## src/rtl/fifo_tree_ctrl.sv

```systemverilog
// Sequencing controller for the WalkSAT clause FIFO tree: loads one batch of
// candidates, drains up to MAX_PICKS to the pick stage, and recovers from overflow.
module fifo_tree_ctrl #(
  parameter int CLAUSE_COUNT  = 20,
  parameter int CLAUSE_WIDTH  = 9,
  parameter int MAX_PICKS     = 12,
  parameter int SETTLE_CYCLES = 4,
  parameter int CNT_W         = $clog2(CLAUSE_COUNT + 1)
) (
  input  logic                                 clk_i,
  input  logic                                 rst_ni,
  input  logic                                 batch_valid_i,
  output logic                                 batch_ready_o,
  input  logic [CLAUSE_COUNT*CLAUSE_WIDTH-1:0] clauses_i,
  input  logic [CLAUSE_COUNT-1:0]              clauses_valid_i,
  output logic [CLAUSE_COUNT*CLAUSE_WIDTH-1:0] tree_clauses_o,
  output logic [CLAUSE_COUNT-1:0]              tree_valid_o,
  output logic                                 tree_wr_en_o,
  output logic                                 tree_rd_en_o,
  output logic                                 tree_cof_o,
  input  logic                                 tree_empty_i,
  input  logic                                 tree_of_i,
  input  logic [CLAUSE_WIDTH-1:0]              tree_clause_i,
  output logic                                 clause_valid_o,
  input  logic                                 clause_ready_i,
  output logic [CLAUSE_WIDTH-1:0]              clause_o,
  output logic                                 batch_done_o,
  output logic [CNT_W-1:0]                     done_count_o,
  output logic                                 done_of_o
);

  localparam int SW = $clog2(SETTLE_CYCLES + 1);

  typedef enum logic [2:0] {S_IDLE, S_LOAD, S_DRAIN, S_FLUSH, S_DONE} state_t;

  state_t                            r_state, w_state_next;
  logic                              r_started;
  logic [CLAUSE_COUNT*CLAUSE_WIDTH-1:0] r_clauses;
  logic [CLAUSE_COUNT-1:0]           r_valid;
  logic [CNT_W-1:0]                  r_pending, w_pending_next;
  logic [CNT_W-1:0]                  r_delivered, w_delivered_next;
  logic                              r_of_seen, w_of_seen_next;
  logic                              r_flush_of, w_flush_of_next;
  logic                              r_cof, w_cof_next;
  logic [SW-1:0]                     r_settle, w_settle_next;
  logic [CNT_W-1:0]                  w_popcnt;
  logic                              w_accept;
  logic                              w_pop;

  always_comb begin
    w_popcnt = '0;
    for (int j = 0; j < CLAUSE_COUNT; j++) begin
      w_popcnt = w_popcnt + CNT_W'(clauses_valid_i[j]);
    end
  end

  // r_started keeps batch_ready_o low until the first edge after reset release
  assign w_accept = (r_state == S_IDLE) && r_started && batch_valid_i;
  assign clause_o = tree_clause_i;
  assign tree_clauses_o = r_clauses;
  assign tree_valid_o   = r_valid;

  always_comb begin
    w_state_next     = r_state;
    w_pending_next   = r_pending;
    w_delivered_next = r_delivered;
    w_of_seen_next   = r_of_seen;
    w_flush_of_next  = r_flush_of;
    w_cof_next       = 1'b0;
    w_settle_next    = r_settle;
    w_pop            = 1'b0;
    batch_ready_o    = 1'b0;
    tree_wr_en_o     = 1'b0;
    tree_rd_en_o     = 1'b0;
    tree_cof_o       = 1'b0;
    clause_valid_o   = 1'b0;
    batch_done_o     = 1'b0;
    done_count_o     = '0;
    done_of_o        = 1'b0;
    case (r_state)
      S_IDLE: begin
        batch_ready_o = r_started;
        if (w_accept) begin
          w_pending_next   = w_popcnt;
          w_delivered_next = '0;
          w_of_seen_next   = 1'b0;
          w_flush_of_next  = 1'b0;
          w_settle_next    = '0;
          w_state_next     = (w_popcnt == '0) ? S_DONE : S_LOAD;
        end
      end
      S_LOAD: begin
        tree_wr_en_o = 1'b1;
        w_state_next = S_DRAIN;
      end
      S_DRAIN: begin
        clause_valid_o = !tree_empty_i;
        w_pop          = clause_valid_o && clause_ready_i;
        tree_rd_en_o   = w_pop;
        if (w_pop) begin
          if (r_delivered < CNT_W'(MAX_PICKS)) w_delivered_next = r_delivered + 1'b1;
          if (r_pending != '0) w_pending_next = r_pending - 1'b1;
        end
        if (tree_of_i) begin
          w_of_seen_next  = 1'b1;
          w_flush_of_next = 1'b1;
          w_cof_next      = 1'b1;
          w_settle_next   = '0;
          w_state_next    = S_FLUSH;
        end else if (w_pending_next == '0) begin
          w_state_next = S_DONE;
        end else if (w_delivered_next == CNT_W'(MAX_PICKS)) begin
          w_flush_of_next = 1'b0;
          w_state_next    = S_FLUSH;
        end
      end
      S_FLUSH: begin
        w_pop        = !tree_empty_i;
        tree_rd_en_o = w_pop;
        tree_cof_o   = r_cof;
        if (w_pop && (r_pending != '0)) w_pending_next = r_pending - 1'b1;
        if (tree_of_i) begin
          // a flag still high during the clear pulse is the one being cleared
          w_of_seen_next  = 1'b1;
          w_flush_of_next = 1'b1;
          w_cof_next      = !r_cof;
          w_settle_next   = '0;
        end else if (r_flush_of) begin
          w_settle_next = tree_empty_i ? r_settle + 1'b1 : '0;
          if (w_settle_next == SW'(SETTLE_CYCLES)) w_state_next = S_DONE;
        end else if (w_pending_next == '0) begin
          w_state_next = S_DONE;
        end
      end
      S_DONE: begin
        batch_done_o = 1'b1;
        done_count_o = r_delivered;
        done_of_o    = r_of_seen;
        w_state_next = S_IDLE;
      end
      default: w_state_next = S_IDLE;
    endcase
  end

  always_ff @(posedge clk_i or negedge rst_ni) begin
    if (!rst_ni) begin
      r_state     <= S_IDLE;
      r_started   <= 1'b0;
      r_clauses   <= '0;
      r_valid     <= '0;
      r_pending   <= '0;
      r_delivered <= '0;
      r_of_seen   <= 1'b0;
      r_flush_of  <= 1'b0;
      r_cof       <= 1'b0;
      r_settle    <= '0;
    end else begin
      r_state     <= w_state_next;
      r_started   <= 1'b1;
      r_pending   <= w_pending_next;
      r_delivered <= w_delivered_next;
      r_of_seen   <= w_of_seen_next;
      r_flush_of  <= w_flush_of_next;
      r_cof       <= w_cof_next;
      r_settle    <= w_settle_next;
      if (w_accept) begin
        r_clauses <= clauses_i;
        r_valid   <= clauses_valid_i;
      end
    end
  end

endmodule

```

## config.mk

```make
export PLATFORM = sky130hd
export DESIGN_NAME = fifo_tree_ctrl
export DESIGN_NICKNAME = d
export VERILOG_FILES = /design/src/rtl/fifo_tree_ctrl.sv
export SDC_FILE = /design/constraint.sdc
export NUM_CORES = 1
export LEC_CHECK = 0
export CORE_MARGIN = 2
export CORE_UTILIZATION = 31
export CTS_CLUSTER_DIAMETER = 80
export DETAILED_ROUTE_END_ITERATION = 7
export PLACE_DENSITY_LB_ADDON = 0.15
export SLEW_MARGIN = 30
export SYNTH_ARGS = -nofsm -noshare
export SYNTH_HDL_FRONTEND = slang
export SYNTH_SLANG_ARGS = --single-unit
```

## constraint.sdc

```tcl
create_clock -name clk_i -period 1.97 [get_ports clk_i]
set_clock_uncertainty 0.05 [all_clocks]
set_input_delay 0.394 -clock clk_i [delete_from_list [all_inputs] [get_ports clk_i]]
set_output_delay 0.394 -clock clk_i [all_outputs]
set_load 0.1 [all_outputs]
```

==> results of run 1 <==
worst paths after layout:
kind | startpoint | endpoint | slack, ns | cells after the start
min in group asynchronous | rst_ni | tree_clauses_o[49] | 0.35 | 2
hold reg to reg | r_cof | r_cof | 0.39 | 1
hold / removal | clauses_valid_i[13] | tree_valid_o[13] | 0.03 | 3
max in group asynchronous | rst_ni | r_state[0] | 0.85 | 3
setup reg to reg | r_pending[0] | r_pending[3] | -0.10 | 9
setup / recovery | clauses_valid_i[13] | r_state[2] | -2.00 | 15
Yosys cell counts (6+ instances only):
| master | n |
|---|---|
| a21oi_1 | 11 |
| and3_1 | 9 |
| buf_2 | 22 |
| buf_4 | 9 |
| clkbuf_1 | 30 |
| dfrtp_1 | 220 |
| fa_1 | 14 |
| ha_1 | 10 |
| inv_1 | 36 |
| nand2_1 | 584 |
| nand2b_1 | 7 |
| nand3_1 | 6 |
| nor2_1 | 20 |
| nor3_1 | 9 |
| o21ai_0 | 32 |
cells by family (layout without fill, tap and decap cells):
kind of cell	after synthesis	after routing	synth area share (%)
fa+ha+maj	24	24	4.25
buf+inv	99	600	4.70
simple gates	658	658	27.6
mux	3	3	0.328
xor+xnor	6	6	0.552
other cells	1	1	0.0394
flops	220	220	57.8
compound gates	69	69	4.77
repair_timing:
| action | CTS | global route |
|---|---|---|
| gates resized for setup | 62 | 19 |
| setup endpoints to repair | 21 | 22 |
| buffers inserted | 39 | 2 |
| hold buffers | 1 | 0 |
| cloned | 0 | 0 |
| hold endpoints to repair | 45 | 0 |
| pin swaps | 27 | 20 |
final cells by class:
cell class / instances / area, um2 / share of cell area (%)
clock buffers: 34 / 719 / 4.53
clock inverters: 11 / 183 / 1.15
inverters: 36 / 138 / 0.866
multi-input cells: 761 / 3800 / 23.9
flip-flops and latches: 220 / 5510 / 34.7
well taps: 396 / 495 / 3.12
repair buffers: 519 / 5040 / 31.8
flip-flops by register name (all words and copies together) (netlist names):
signal / count
tree_clauses_o: 180
r_of_seen: 1
r_state: 3
r_delivered: 5
r_cof: 1
r_started: 1
r_settle: 3
r_pending: 5
tree_valid_o: 20
r_flush_of: 1
metrics by stage:
stage	utilization, %	setup TNS (ns)	worst slack, ns	instances
floorplan	-	-14.03	-2.24	1080
global placement	48.2	-19.58	-2.86	1909
detailed placement	48.2	-20.02	-2.94	1909
CTS	52.3	-17.28	-2.15	1994
global route	52.2	-17.11	-2.17	1977
finish	52.2	-14.79	-2.00	1977
tightest hold or removal path, cell delays in order:
cell	delay (ns)
buf_6	0.08
nand2_1	0.05
nand2_1	0.05
per-layer routing:
layer / routed length [um] / part of all wire (%)
met2: 14800 / 47
met1: 12500 / 40
met4: 1040 / 3.3
met5: 0 / 0
met3: 2970 / 9.5
==> run summary, run 1 <==
Status = finished with violations
Failing checks = setup timing
CP max stage cell = fa_1
Yosys warns = 0
Cell taking the most area after synthesis = dfrtp_1
Worst hold slack = 0.0342 ns
Most frequent cells in the layout = 583 x nand2_1, 258 x buf_4, 218 x dfrtp_1
Actual slew at the worst max-slew pin = 0.485 ns
Mean Syn Cell Area = 8.82 um2
# DRC = 0
Final setup viols = 20
Cell row count = 64
Crit Path Category = primary input to register
Share of async-settable or async-resettable flops after synthesis = 100%
Routed vias/inst = 4.46
Slew margin rel. = 67.2%
GR Util met3 = 6.38%
Flops & latches, synth = 220
Synth-to-Final Area Change = 66.7%
Cell mode on critical path = fa_1
Total CTS buffers = 25
Top Family by Delay on Critical Path = adder cells
Die width = 179 um
Antenna Nets Post-Route = 0
Tmin final = 3.97 ns
Routed WL per cell = 15.9 um
Worst EP arrival = 4.35 ns
Final wirelength = 31.4 mm
Root Buffer = clkbuf_16
Synth area leaders = dfrtp_1 58%, nand2_1 23%, fa_1 2.9%
Share of layout cells above drive strength 1 = 27.1%
Worst Hold Class = primary input to register
Worst-path fanout max = 2
GRT Total Usage = 18.9%
Final Hold Fails = 0
GRT met2 Usage = 31.1%
RSZ-0062 raised after global routing = true
Slowest stage delay, CP = 0.54 ns
Commonest non-fill, non-tap cell in the layout = nand2_1
Nets = 1802
Startpoint types = primary input
Clk sink count = 220
Critical path cell sequence = buf_6 > fa_1 > inv_1 > fa_1 > fa_1 > fa_1 > fa_1 > inv_2 > ha_4 > fa_2 > xor2_2 > nor3_2 > and3_4 > nand2_2 > a311oi_2
CTS tree = done
Design area = 0.0159 mm2
Filler instances = 2826
Yosys cell types = 54
Register area share after synthesis = 57.8%
Max cap viols = 0
Gpl congestion = 0.883
Post-placement cell area = 0.0147 mm2
Slew Limit Fails = 0
Fmax = 0.252 GHz
Syn Inst Count = 1080
Die ar. = 0.0322 mm2
CP Buf/Inv Count = 3
Die Ht = 179 um
Worst-path clk slew = 0.06 ns
Vias in the first global route = 8875
First-pass GRT wire length = 48.1 mm
PortBufs = 417
Primary FF master, synth = dfrtp_1
Global route hottest layer = met2
Largest net degree at the start of global routing = 54
GRT met1 Usage = 23.2%
Synth Net Count = 1319
Worst-case clock buffer depth = 3
TritonRoute pass-1 iters = 5
Clock latency on the worst-skew pair = 0.52 ns
Global route overflow = 0
# diodes = 0
Tcrit/Tclk final = 201%
Mapped Area = 0.00953 mm2
Core box area = 0.0304 mm2
Antenna violations before repair = 0
Worst setup EP type = register
Top cell type's share of synthesized area = 57.8%
Hpwl dp = 23.4 mm
Via count = 8819
1st-iter DRT viols = 332
Final worst slack = -2.00 ns
Initial core utilization = 31.3%
EDFF count, synth = 0
WP data required = 2.35 ns
IO Pins = 436
H-Tree Level Count = 1
Power of run 1 is left out: the tool's default activity adds up to more than one toggle a clock period on the data nets, which glitch-free logic cannot reach.
==> run 2: changes to the inputs <==
==> config.mk (replaced) <==
export PLATFORM = sky130hd
export DESIGN_NAME = fifo_tree_ctrl
export DESIGN_NICKNAME = d
export VERILOG_FILES = /design/src/rtl/fifo_tree_ctrl.sv
export SDC_FILE = /design/constraint.sdc
export NUM_CORES = 1
export LEC_CHECK = 0
export CORE_AREA = 2 2 171 173
export CTS_CLUSTER_DIAMETER = 80
export DETAILED_ROUTE_END_ITERATION = 7
export DIE_AREA = 0 0 173 175
export PLACE_DENSITY = 0.73
export SYNTH_ARGS = -nofsm -noshare
export SYNTH_HDL_FRONTEND = slang
export SYNTH_SLANG_ARGS = --single-unit
==> run summary, run 2 (synthesized netlist as in run 1, its figures left out) <==
Slew Limit Fails = 0 (unchanged)
Final Core Density = 58.4% (+6.2 points)
First-pass GRT wire length = 50.4 mm (+5.0%)
Max cap viols = 0 (unchanged)
Fmax = 0.240 GHz (-4.6%)
Routed WL per cell = 16.6 um (+4.7%)
Worst-case clock buffer depth = 3 (unchanged)
Max reg flops = 180 (unchanged)
Final wirelength = 32.9 mm (+5.0%)
Die width = 173 um (-3.5%)
TritonRoute pass-1 iters = 4 (-1)
Synth-to-Final Area Change = 73.9%
Final setup viols = 20 (unchanged)
Crit Path Category = primary input to register
Post-placement cell area = 0.0148 mm2 (+1.1%)
Worst setup EP type = register
CP max stage cell = fa_2
Status = finished with violations
Worst EP arrival = 4.51 ns (+0.16 ns)
Clk sink count = 220 (unchanged)
Startpoint types = primary input
Worst r2r src = r_pending[0]
Filler instances = 2403 (-15%)
Via count = 9162 (+3.9%)
Routed vias/inst = 4.62 (+3.6%)
Antenna Nets Post-Route = 0 (unchanged)
Hold Crit Start = clauses_valid_i[15]
Global route overflow = 0 (unchanged)
Commonest non-fill, non-tap cell in the layout = nand2_1
Total CTS buffers = 25 (unchanged)
Cell mode on critical path = fa_2
WP data required = 2.32 ns (-0.03 ns)
Final Hold Fails = 0 (unchanged)
Initial core utilization = 33.6% (+2.2 points)
Multi-input logic area = 0.00395 mm2 (+4.0%)
Core box area = 0.0284 mm2 (-6.7%)
H-Tree Level Count = 1 (unchanged)
# DRC = 0 (unchanged)
Final worst slack = -2.19 ns (-0.191 ns)
Failing checks = setup timing
GRT Total Usage = 20.6% (+1.6 points)
Hpwl dp = 23.0 mm (-1.7%)
Antenna violations before repair = 5 (+5)
RSZ-0062 raised after global routing = true
Root Buffer = clkbuf_16
Actual slew at the worst max-slew pin = 0.699 ns (+0.214 ns)
Post-Place Cells = 1888 (-1.1%)
Slew margin rel. = 53.3% (-14 points)
Tcrit/Tclk final = 211% (+9.7 points)
Register area = 0.00551 mm2 (about the same)
Die ar. = 0.0303 mm2 (-5.8%)
PortBufs = 417 (unchanged)
Worst-path fanout max = 2 (unchanged)
1st-iter DRT viols = 470 (+42%)
Clock latency on the worst-skew pair = 0.52 ns (about the same)
Most frequent cells in the layout = 582 x nand2_1, 236 x buf_4, 217 x dfrtp_1
Critical path cell sequence = buf_6 > inv_2 > fa_2 > fa_2 > fa_2 > fa_1 > fa_1 > inv_2 > ha_4 > fa_2 > xor2_2 > nor3_2 > and3_4 > buf_6 > o21ba_4 > o21ai_2
Worst Hold Class = primary input to register
Non-filler cells, final = 1982 (+0.25%)
Tmin final = 4.16 ns (+0.191 ns)
Gpl congestion = 0.881 (-0.29%)
Critical Path Source = clauses_valid_i[9]
Worst-path clk slew = 0.06 ns (about the same)
Design area = 0.0166 mm2 (+4.3%)
Die Ht = 175 um (-2.4%)
Largest net degree at the start of global routing = 54 (unchanged)
Vias in the first global route = 9504 (+7.1%)
CTS tree = done
Nets = 1818 (+0.89%)
IO Pins = 436 (unchanged)
Slowest stage delay, CP = 0.60 ns (+0.06 ns)
Share of layout cells above drive strength 1 = 29.0% (+2.0 points)
Worst hold slack = 0.0328 ns (-0.00143 ns)
Cell row count = 62 (-3.1%)
[run 2: cell count changes in the layout (fill, tap and decap cells not counted), moves of 7 or more]
| cell | before | now |
|---|---|---|
| buf_6 | 7 | 18 |
| buf_4 | 258 | 236 |
| clkbuf_16 | 25 | 32 |
| buf_12 | 51 | 70 |
| and3_4 | 1 | 8 |
| and3_2 | 7 | 0 |
[run 2: what timing repair did]
action | in CTS | in global routing
cloned | 0 | 7
pin swaps | 24 | 47
resized for setup | 70 | 68
endpoints found under the hold margin | 37 | 0
hold buffers | 1 | 0
setup buffers | 43 | 18
setup endpoints to repair | 21 | 34
[run 2: area by class of cell]
class                           instances  area share (%)
Antenna cell                            3          0.0453
Timing Repair Buffer                  535            33.8
Inverter                               36           0.831
Clock buffer                           33            4.26
Clock inverter                         10            1.11
Tap cell                              384            2.90
Multi-Input combinational cell        761            23.8
Sequential cell                       220            33.2
[run 2: worst paths after layout]
check	to	slack, ns	cells after the start
max in group asynchronous	tree_clauses_o[162]	0.90	3
hold reg to reg	tree_clauses_o[147]	0.42	2
hold / removal	tree_valid_o[15]	0.03	3
setup / recovery	r_state[0]	-2.19	16
setup reg to reg	r_pending[3]	-0.11	9
min in group asynchronous	tree_clauses_o[73]	0.33	2
[run 2: layer usage]
metal / part of all wire [%] / track usage (%) / up-vias
met5: 0.079 / 0 / -
met4: 4.3 / 9.64 / 4
met3: 7.6 / 5.87 / 97
met2: 50 / 35.5 / 379
met1: 38 / 23.7 / 4333
li1: - / - / 4349
[run 2: metrics by stage]
| stage | setup WS (ns) | setup TNS (ns) |
|---|---|---|
| 2_1_floorplan | -2.24 | -14.03 |
| 3_3_place_gp | -2.86 | -19.30 |
| 3_5_place_dp | -2.92 | -19.82 |
| 4_1_cts | -2.18 | -17.48 |
| 5_1_grt | -2.29 | -16.06 |
| 6_report | -2.19 | -14.67 |
[run 2: worst max-delay path, delay by kind of cell]
| kind | cells | cell delay [ns] |
|---|---|---|
| AND/OR/NAND/NOR | 2 | 0.43 |
| XOR/XNOR | 1 | 0.18 |
| adder cells (fa/ha/maj) | 7 | 3.09 |
| buffers and inverters | 4 | 0.25 |
| AO/OA/AOI/OAI | 2 | 0.16 |
Power of run 2 is left out for the same reason.
